<file path="config.mk">
export PLATFORM = sky130hd
export DESIGN_NAME = mem_arbiter
export DESIGN_NICKNAME = d
export VERILOG_FILES = /design/src/rtl/mem_arbiter_pkg.sv /design/src/rtl/mem_arbiter.sv
export SDC_FILE = /design/constraint.sdc
export NUM_CORES = 1
export LEC_CHECK = 0
export CORE_MARGIN = 10
export CORE_UTILIZATION = 43
export DETAILED_ROUTE_END_ITERATION = 8
export PLACE_DENSITY = 0.78
export SYNTH_ARGS = -nofsm -noshare
export SYNTH_HDL_FRONTEND = slang
export SYNTH_SLANG_ARGS = --single-unit
</file>
<file path="constraint.sdc">
create_clock -name clk -period 4.55 [get_ports clk]
set_clock_uncertainty 0.2 [all_clocks]
set_input_delay 0.91 -clock clk [delete_from_list [all_inputs] [get_ports clk]]
set_output_delay 0.91 -clock clk [all_outputs]
set_load 0.02 [all_outputs]
</file>
<file path="src/rtl/mem_arbiter_pkg.sv">
// Shared types for the unified byte-wide RAM arbiter.
// Latency: none (types and constants only).
// Backpressure: n/a.
package mem_arbiter_pkg;

    // Arbiter FSM states
    typedef enum logic [1:0] {
        StIdle  = 2'd0,
        StIfRd  = 2'd1,
        StMemRd = 2'd2,
        StMemWr = 2'd3
    } arb_state_t;

    // Data access width codes; 2'b11 decodes as a word
    localparam logic [1:0] MemByte = 2'b00;
    localparam logic [1:0] MemHalf = 2'b01;
    localparam logic [1:0] MemWord = 2'b10;

    // Byte counter must reach 4 (the done cycle of a word read)
    localparam int MemArbLatW = 3;
    typedef logic [MemArbLatW-1:0] lat_cnt_t;

endpackage

</file>
<file path="src/rtl/mem_arbiter.sv">
// Sequences one byte-wide RAM port between instruction fetch and MEM-stage data accesses.
// Latency: reads finish N+1 cycles after the grant cycle, writes N cycles after (N = 1/2/4 bytes).
// Backpressure: requesters hold req and see stall_req_* until their one-cycle done pulse.
module mem_arbiter
    import mem_arbiter_pkg::*;
#(
    parameter int ADDR_W = 32
) (
    input  logic              clk,
    input  logic              rst,
    input  logic              flush,
    input  logic              if_req,
    input  logic [ADDR_W-1:0] if_addr,
    output logic [31:0]       if_data,
    output logic              if_done,
    input  logic              mem_req,
    input  logic              mem_we,
    input  logic [1:0]        mem_width,
    input  logic [ADDR_W-1:0] mem_addr,
    input  logic [31:0]       mem_wdata,
    output logic [31:0]       mem_rdata,
    output logic              mem_done,
    output logic [ADDR_W-1:0] ram_addr,
    output logic              ram_wr,
    output logic [7:0]        ram_dout,
    input  logic [7:0]        ram_din,
    output logic              stall_req_if,
    output logic              stall_req_mem
);

    // Bytes moved by one access of the given width
    function automatic lat_cnt_t nbytes(input logic [1:0] w);
        case (w)
            MemByte: return lat_cnt_t'(1);
            MemHalf: return lat_cnt_t'(2);
            default: return lat_cnt_t'(4);
        endcase
    endfunction

    arb_state_t        state_q, state_n;
    lat_cnt_t          cnt_q, cnt_n;
    logic [ADDR_W-1:0] base_q, base_n;
    logic [1:0]        width_q, width_n;
    logic [31:0]       wdata_q, wdata_n;
    logic [31:0]       buf_q;
    logic              done_q, done_n;
    logic              grant;
    lat_cnt_t          n_q, n_n;
    logic [ADDR_W-1:0] ram_addr_n;
    logic              ram_wr_n;
    logic [7:0]        ram_dout_n;
    logic [31:0]       rd_word;
    logic              is_rd_q;

    assign n_q     = nbytes(width_q);
    assign is_rd_q = (state_q == StIfRd) || (state_q == StMemRd);

    // Next-state: grant in IDLE (data port first), step the byte counter, exit on done or fetch flush
    always_comb begin
        state_n = state_q;
        cnt_n   = cnt_q;
        base_n  = base_q;
        width_n = width_q;
        wdata_n = wdata_q;
        grant   = 1'b0;
        case (state_q)
            StIdle: begin
                if (mem_req) begin
                    state_n = mem_we ? StMemWr : StMemRd;
                    base_n  = mem_addr;
                    width_n = mem_width;
                    wdata_n = mem_wdata;
                    cnt_n   = '0;
                    grant   = 1'b1;
                end else if (if_req) begin
                    state_n = StIfRd;
                    base_n  = if_addr;
                    width_n = MemWord;
                    cnt_n   = '0;
                    grant   = 1'b1;
                end
            end
            StIfRd: begin
                if (flush || done_q) begin
                    state_n = StIdle;
                    cnt_n   = '0;
                end else begin
                    cnt_n = cnt_q + lat_cnt_t'(1);
                end
            end
            default: begin
                if (done_q) begin
                    state_n = StIdle;
                    cnt_n   = '0;
                end else begin
                    cnt_n = cnt_q + lat_cnt_t'(1);
                end
            end
        endcase
    end

    assign n_n = nbytes(width_n);

    // Next values of the registered RAM-side outputs and the done flag
    always_comb begin
        ram_addr_n = ram_addr;
        ram_dout_n = ram_dout;
        ram_wr_n   = (state_n == StMemWr);
        // Addresses go out only for byte slots 0..N-1; the read done cycle keeps the last one
        if (state_n != StIdle && cnt_n < n_n) begin
            ram_addr_n = base_n + ADDR_W'(cnt_n);
        end
        if (state_n == StMemWr) begin
            ram_dout_n = 8'(wdata_n >> {cnt_n[1:0], 3'b000});
        end
        // Writes finish with the last byte strobe; reads one cycle later when the last byte returns
        done_n = ((state_n == StMemWr) && (cnt_n == n_n - lat_cnt_t'(1))) ||
                 (((state_n == StIfRd) || (state_n == StMemRd)) && (cnt_n == n_n));
    end

    // FSM, latched request and RAM-side output registers
    always_ff @(posedge clk) begin
        if (rst) begin
            state_q  <= StIdle;
            cnt_q    <= '0;
            base_q   <= '0;
            width_q  <= MemByte;
            wdata_q  <= '0;
            done_q   <= 1'b0;
            ram_addr <= '0;
            ram_wr   <= 1'b0;
            ram_dout <= '0;
        end else begin
            state_q  <= state_n;
            cnt_q    <= cnt_n;
            base_q   <= base_n;
            width_q  <= width_n;
            wdata_q  <= wdata_n;
            done_q   <= done_n;
            ram_addr <= ram_addr_n;
            ram_wr   <= ram_wr_n;
            ram_dout <= ram_dout_n;
        end
    end

    // Collect read bytes 0..N-2 into their little-endian lanes; the last byte is merged live
    always_ff @(posedge clk) begin
        if (rst || grant) begin
            buf_q <= '0;
        end else if (is_rd_q && !done_q) begin
            case (cnt_q)
                lat_cnt_t'(1): buf_q[7:0]   <= ram_din;
                lat_cnt_t'(2): buf_q[15:8]  <= ram_din;
                lat_cnt_t'(3): buf_q[23:16] <= ram_din;
                default: ;
            endcase
        end
    end

    // Final read word: the byte arriving in the done cycle drops into lane N-1
    always_comb begin
        rd_word = buf_q;
        case (n_q)
            lat_cnt_t'(1): rd_word[7:0]   = ram_din;
            lat_cnt_t'(2): rd_word[15:8]  = ram_din;
            default:       rd_word[31:24] = ram_din;
        endcase
    end

    // A redirect in the fetch done cycle swallows the pulse
    assign if_done   = done_q && (state_q == StIfRd) && !flush;
    assign mem_done  = done_q && ((state_q == StMemRd) || (state_q == StMemWr));
    assign if_data   = if_done ? rd_word : 32'h0;
    assign mem_rdata = (mem_done && (state_q == StMemRd)) ? rd_word : 32'h0;

    assign stall_req_if  = if_req && !if_done;
    assign stall_req_mem = mem_req && !mem_done;

endmodule
</file>
==> results.sh <==
export IMPL_max_stage_delay_ps=480
export IMPL_ys_ff_latch=137
export IMPL_finalCriticalPeriod_ps=3980
export IMPL_worstHoldPathType="flop to flop"
export IMPL_antenna_left=0
export IMPL_wl_mm=23.4
export IMPL_clockPowerShare=0.321
export IMPL_fp_dieH_um=149
export IMPL_internal_power_w=0.00321
export IMPL_core_area_um2=16500
export IMPL_finalSetupTns_ps=0
export IMPL_io_pins=221
export IMPL_yosysWarnings=0
export IMPL_timing_fmax_mhz=251
export IMPL_async_flop_share=0
export IMPL_ctsRootBufferMaster="clkbuf_16"
export IMPL_syn_area_per_cell_um2=8.47
export IMPL_postCtsSetupRepairBufs=0
export IMPL_crit_type="input pin to flop"
export IMPL_numCtsBuffers=17
export IMPL_vias=6948
export IMPL_synth_distinct_cells=63
export IMPL_rsz0062_at_grt="false"
export IMPL_synthFlopType="dfxtp_1"
export IMPL_cts_resized=0
export IMPL_sequentialPowerShare=0.315
export IMPL_gp_congestion=0.835
export IMPL_whs_path_depth=2
export IMPL_cpMaxStageDelayCell="nor4_4"
export IMPL_synth_area_um2=7200
export IMPL_grt_pass1_vias=6888
export IMPL_cp_start_kind="input pin"
export IMPL_antenna_found_initial=2
export IMPL_drt_first_iter_violations=361
export IMPL_port_buffers=220
export IMPL_synth_fp_nets=980
export IMPL_overflow=0
export IMPL_syn_to_final_growth_pct=43.3
export IMPL_swShare=0.337
export IMPL_synthCells=850
export IMPL_vias_per_cell=5.37
export IMPL_grt_max_degree=87
export IMPL_cts_htree_levels=4
export IMPL_p_leak_nw=4.07
export IMPL_drt_pass1_iter_count=5
export IMPL_ir_drop_mv=0.347
export IMPL_netlist_area_leader_share=0.381
export IMPL_nets=1188
export IMPL_grt_pass1_wl_mm=36.2
export IMPL_synth_yosys_seq_area_share=0.381
export IMPL_track_usage=0.203
export IMPL_worstPathRequired_ps=4660
export IMPL_drive_gt1_frac=0.0896
export IMPL_power_switching_w=0.00163
export IMPL_finalCritPeriodShare=0.875
export IMPL_timing_critical_path_mode_cell="a21oi_1"
export IMPL_clk_pin_slew_ps=60
export IMPL_hpwl_mm=17.3
export IMPL_rows=47
export IMPL_ff2ff_path_depth=14
export IMPL_route_detailed_drc=0
export IMPL_maxCapViolCount=0
export IMPL_start_util=0.436
export IMPL_post_drt_wl_per_cell_um=18.1
export IMPL_critPathMaxFanout=8
export IMPL_fillers=1393
export IMPL_clk_insertion_delay_late_ps=420
export IMPL_cts_hold_buf=0
export IMPL_arrival_ps=4090
export IMPL_tightestPinTransition_ps=947
export IMPL_synth_edf_count=0
export IMPL_cts_sinks=137
export IMPL_die_x_um=149
export IMPL_synth_area_leaders="dfxtp_1 38%, nor2_1 7.1%, nand2_1 6.4%"
export IMPL_synth_top_cell_by_area="dfxtp_1"
export IMPL_die_area_um2=22300
export IMPL_finalSetupViolCount=0
export IMPL_drv_slew=0
export IMPL_combPwrFrac=0.364
export IMPL_final_util=0.624
export IMPL_cts_tree="built"
export IMPL_hold_violations=0
export IMPL_path_cells="clkdlybuf4s50_1, nor2b_1, o21ai_0, nor2_1, a21oi_1, inv_1, ha_1, a21oi_1, nor4_4, nand2_4, nor4_4, a21oi_1, o31a_1"
export IMPL_clockBufferDepth=2
export IMPL_power_density_nw_per_um2=470
export IMPL_relSlewSlack=0.366
export IMPL_outcome="complete, no violations"
export IMPL_endpoint_kind="flop"
==> cell usage after synthesis (all sizes together) (3+ instances only) <==
cell,count
buf,20
nand2,125
ha,17
nand2b,7
xnor2,10
mux4,8
a211oi,22
o22ai,8
o21ai,15
a22o,3
nor3,10
nor2b,10
and2,7
nand3b,3
xor2,14
nand4,3
mux2i,42
and3,34
inv,16
a21oi,63
dfxtp,137
a311oi,14
nor4,10
clkbuf,42
nand4bb,9
or4bb,9
nand3,8
o221ai,20
o2bb2ai,3
nor2,136
a21o,6
==> registers in the layout (all words and copies together), names as in the netlist, 2 cells and up <==
name      cells
ram_addr     32
width_q       2
buf_q        24
state_q       2
wdata_q      32
ram_dout      8
base_q       32
cnt_q         3
==> through the flow <==
step / instance area [µm²] / power, W / std cells / hold WS (ps) / setup slack, ps
floorplan: 7200 / 0.00263 / 850 / 233 / 117
global placement: 9650 / 0.00327 / 1259 / 239 / 239
detailed placement: 9650 / 0.00330 / 1259 / 247 / 176
CTS: 10300 / 0.00488 / 1291 / 255 / 600
global route: 10300 / 0.00511 / 1293 / 271 / 326
finish: 10300 / 0.00485 / 1293 / 256 / 570
==> critical path: cells and delay by family <==
family                   cells  cell delay, ps
AO/OA/AOI/OAI                5            1190
adder cells (fa/ha/maj)      1             330
buffers and inverters        2             550
AND/OR/NAND/NOR              5            1110
==> path summary, 6_finish.rpt <==
path,slack (ps),to,startpoint
setup / recovery,570,ram_addr[30]$_SDFFE_PP0P_,flush
setup reg to reg,730,ram_addr[30]$_SDFFE_PP0P_,state_q[0]$_SDFF_PP0_
hold / removal,260,wdata_q[28]$_SDFF_PP0_,wdata_q[28]$_SDFF_PP0_
hold reg to reg,260,wdata_q[28]$_SDFF_PP0_,wdata_q[28]$_SDFF_PP0_
==> power by group through the flow <==
stage | combinational, W | sequential [W] | clock (W)
floorplan | 0.000961 | 0.00167 | 0
global placement | 0.00173 | 0.00155 | 0
detailed placement | 0.00175 | 0.00155 | 0
CTS | 0.00177 | 0.00153 | 0.00158
global route | 0.00192 | 0.00155 | 0.00164
finish | 0.00176 | 0.00153 | 0.00156
==> layout by cell type (no fill, tap or decap), types with 5 or more instances in the layout <==
| cell | n |
|---|---|
| a21o_1 | 6 |
| or4bb_1 | 9 |
| inv_1 | 16 |
| ha_1 | 17 |
| o221ai_1 | 10 |
| nand3_1 | 8 |
| nor2_1 | 136 |
| nand2b_1 | 7 |
| a21oi_1 | 63 |
| xnor2_1 | 10 |
| a211oi_1 | 21 |
| a311oi_1 | 14 |
| bufinv_16 | 6 |
| mux2i_1 | 42 |
| and2_1 | 5 |
| clkdlybuf4s50_1 | 219 |
| o22ai_1 | 8 |
| nor4_4 | 5 |
| nor3_1 | 9 |
| o221ai_2 | 9 |
| xor2_1 | 14 |
| mux4_2 | 8 |
| buf_4 | 31 |
| nand2_1 | 123 |
| dfxtp_1 | 137 |
| clkbuf_16 | 17 |
| o21ai_0 | 12 |
| nand4bb_1 | 9 |
| nor2b_1 | 10 |
| and3_1 | 34 |
==> metal layers <==
metal  vias to the layer above  track usage  part of all wire
li1                       3416            -                 -
met5                         -            0                 0
met3                        35       0.0550             0.081
met4                         0       0.0888             0.021
met1                      3259        0.242              0.40
met2                       238        0.335              0.50
==> cells by family (layout without fill, tap and decap cells) <==
kind of cell             count (synthesis)  after routing  synth area share
XOR/XNOR                                24             24            0.0292
AO/OA/AOI/OAI                          164            164             0.162
adder cells (fa/ha/maj)                 18             18            0.0323
buffers and inverters                   80            301            0.0478
multiplexers                            50             50            0.0834
other                                    0              2                 0
AND/OR/NAND/NOR                        377            377             0.264
flip-flops                             137            137             0.381
==> final cells by class <==
cell class	count	area [µm²]	share of cell area
diodes	2	5.00	0.000485
clock buffers	19	443	0.0429
clock inverters	13	224	0.0217
inverters	18	67.6	0.00655
multi-input cells	633	4120	0.399
flip-flops and latches	137	2740	0.266
well taps	220	275	0.0267
repair buffers	251	2440	0.237
(Power assumes the default switching activity.)
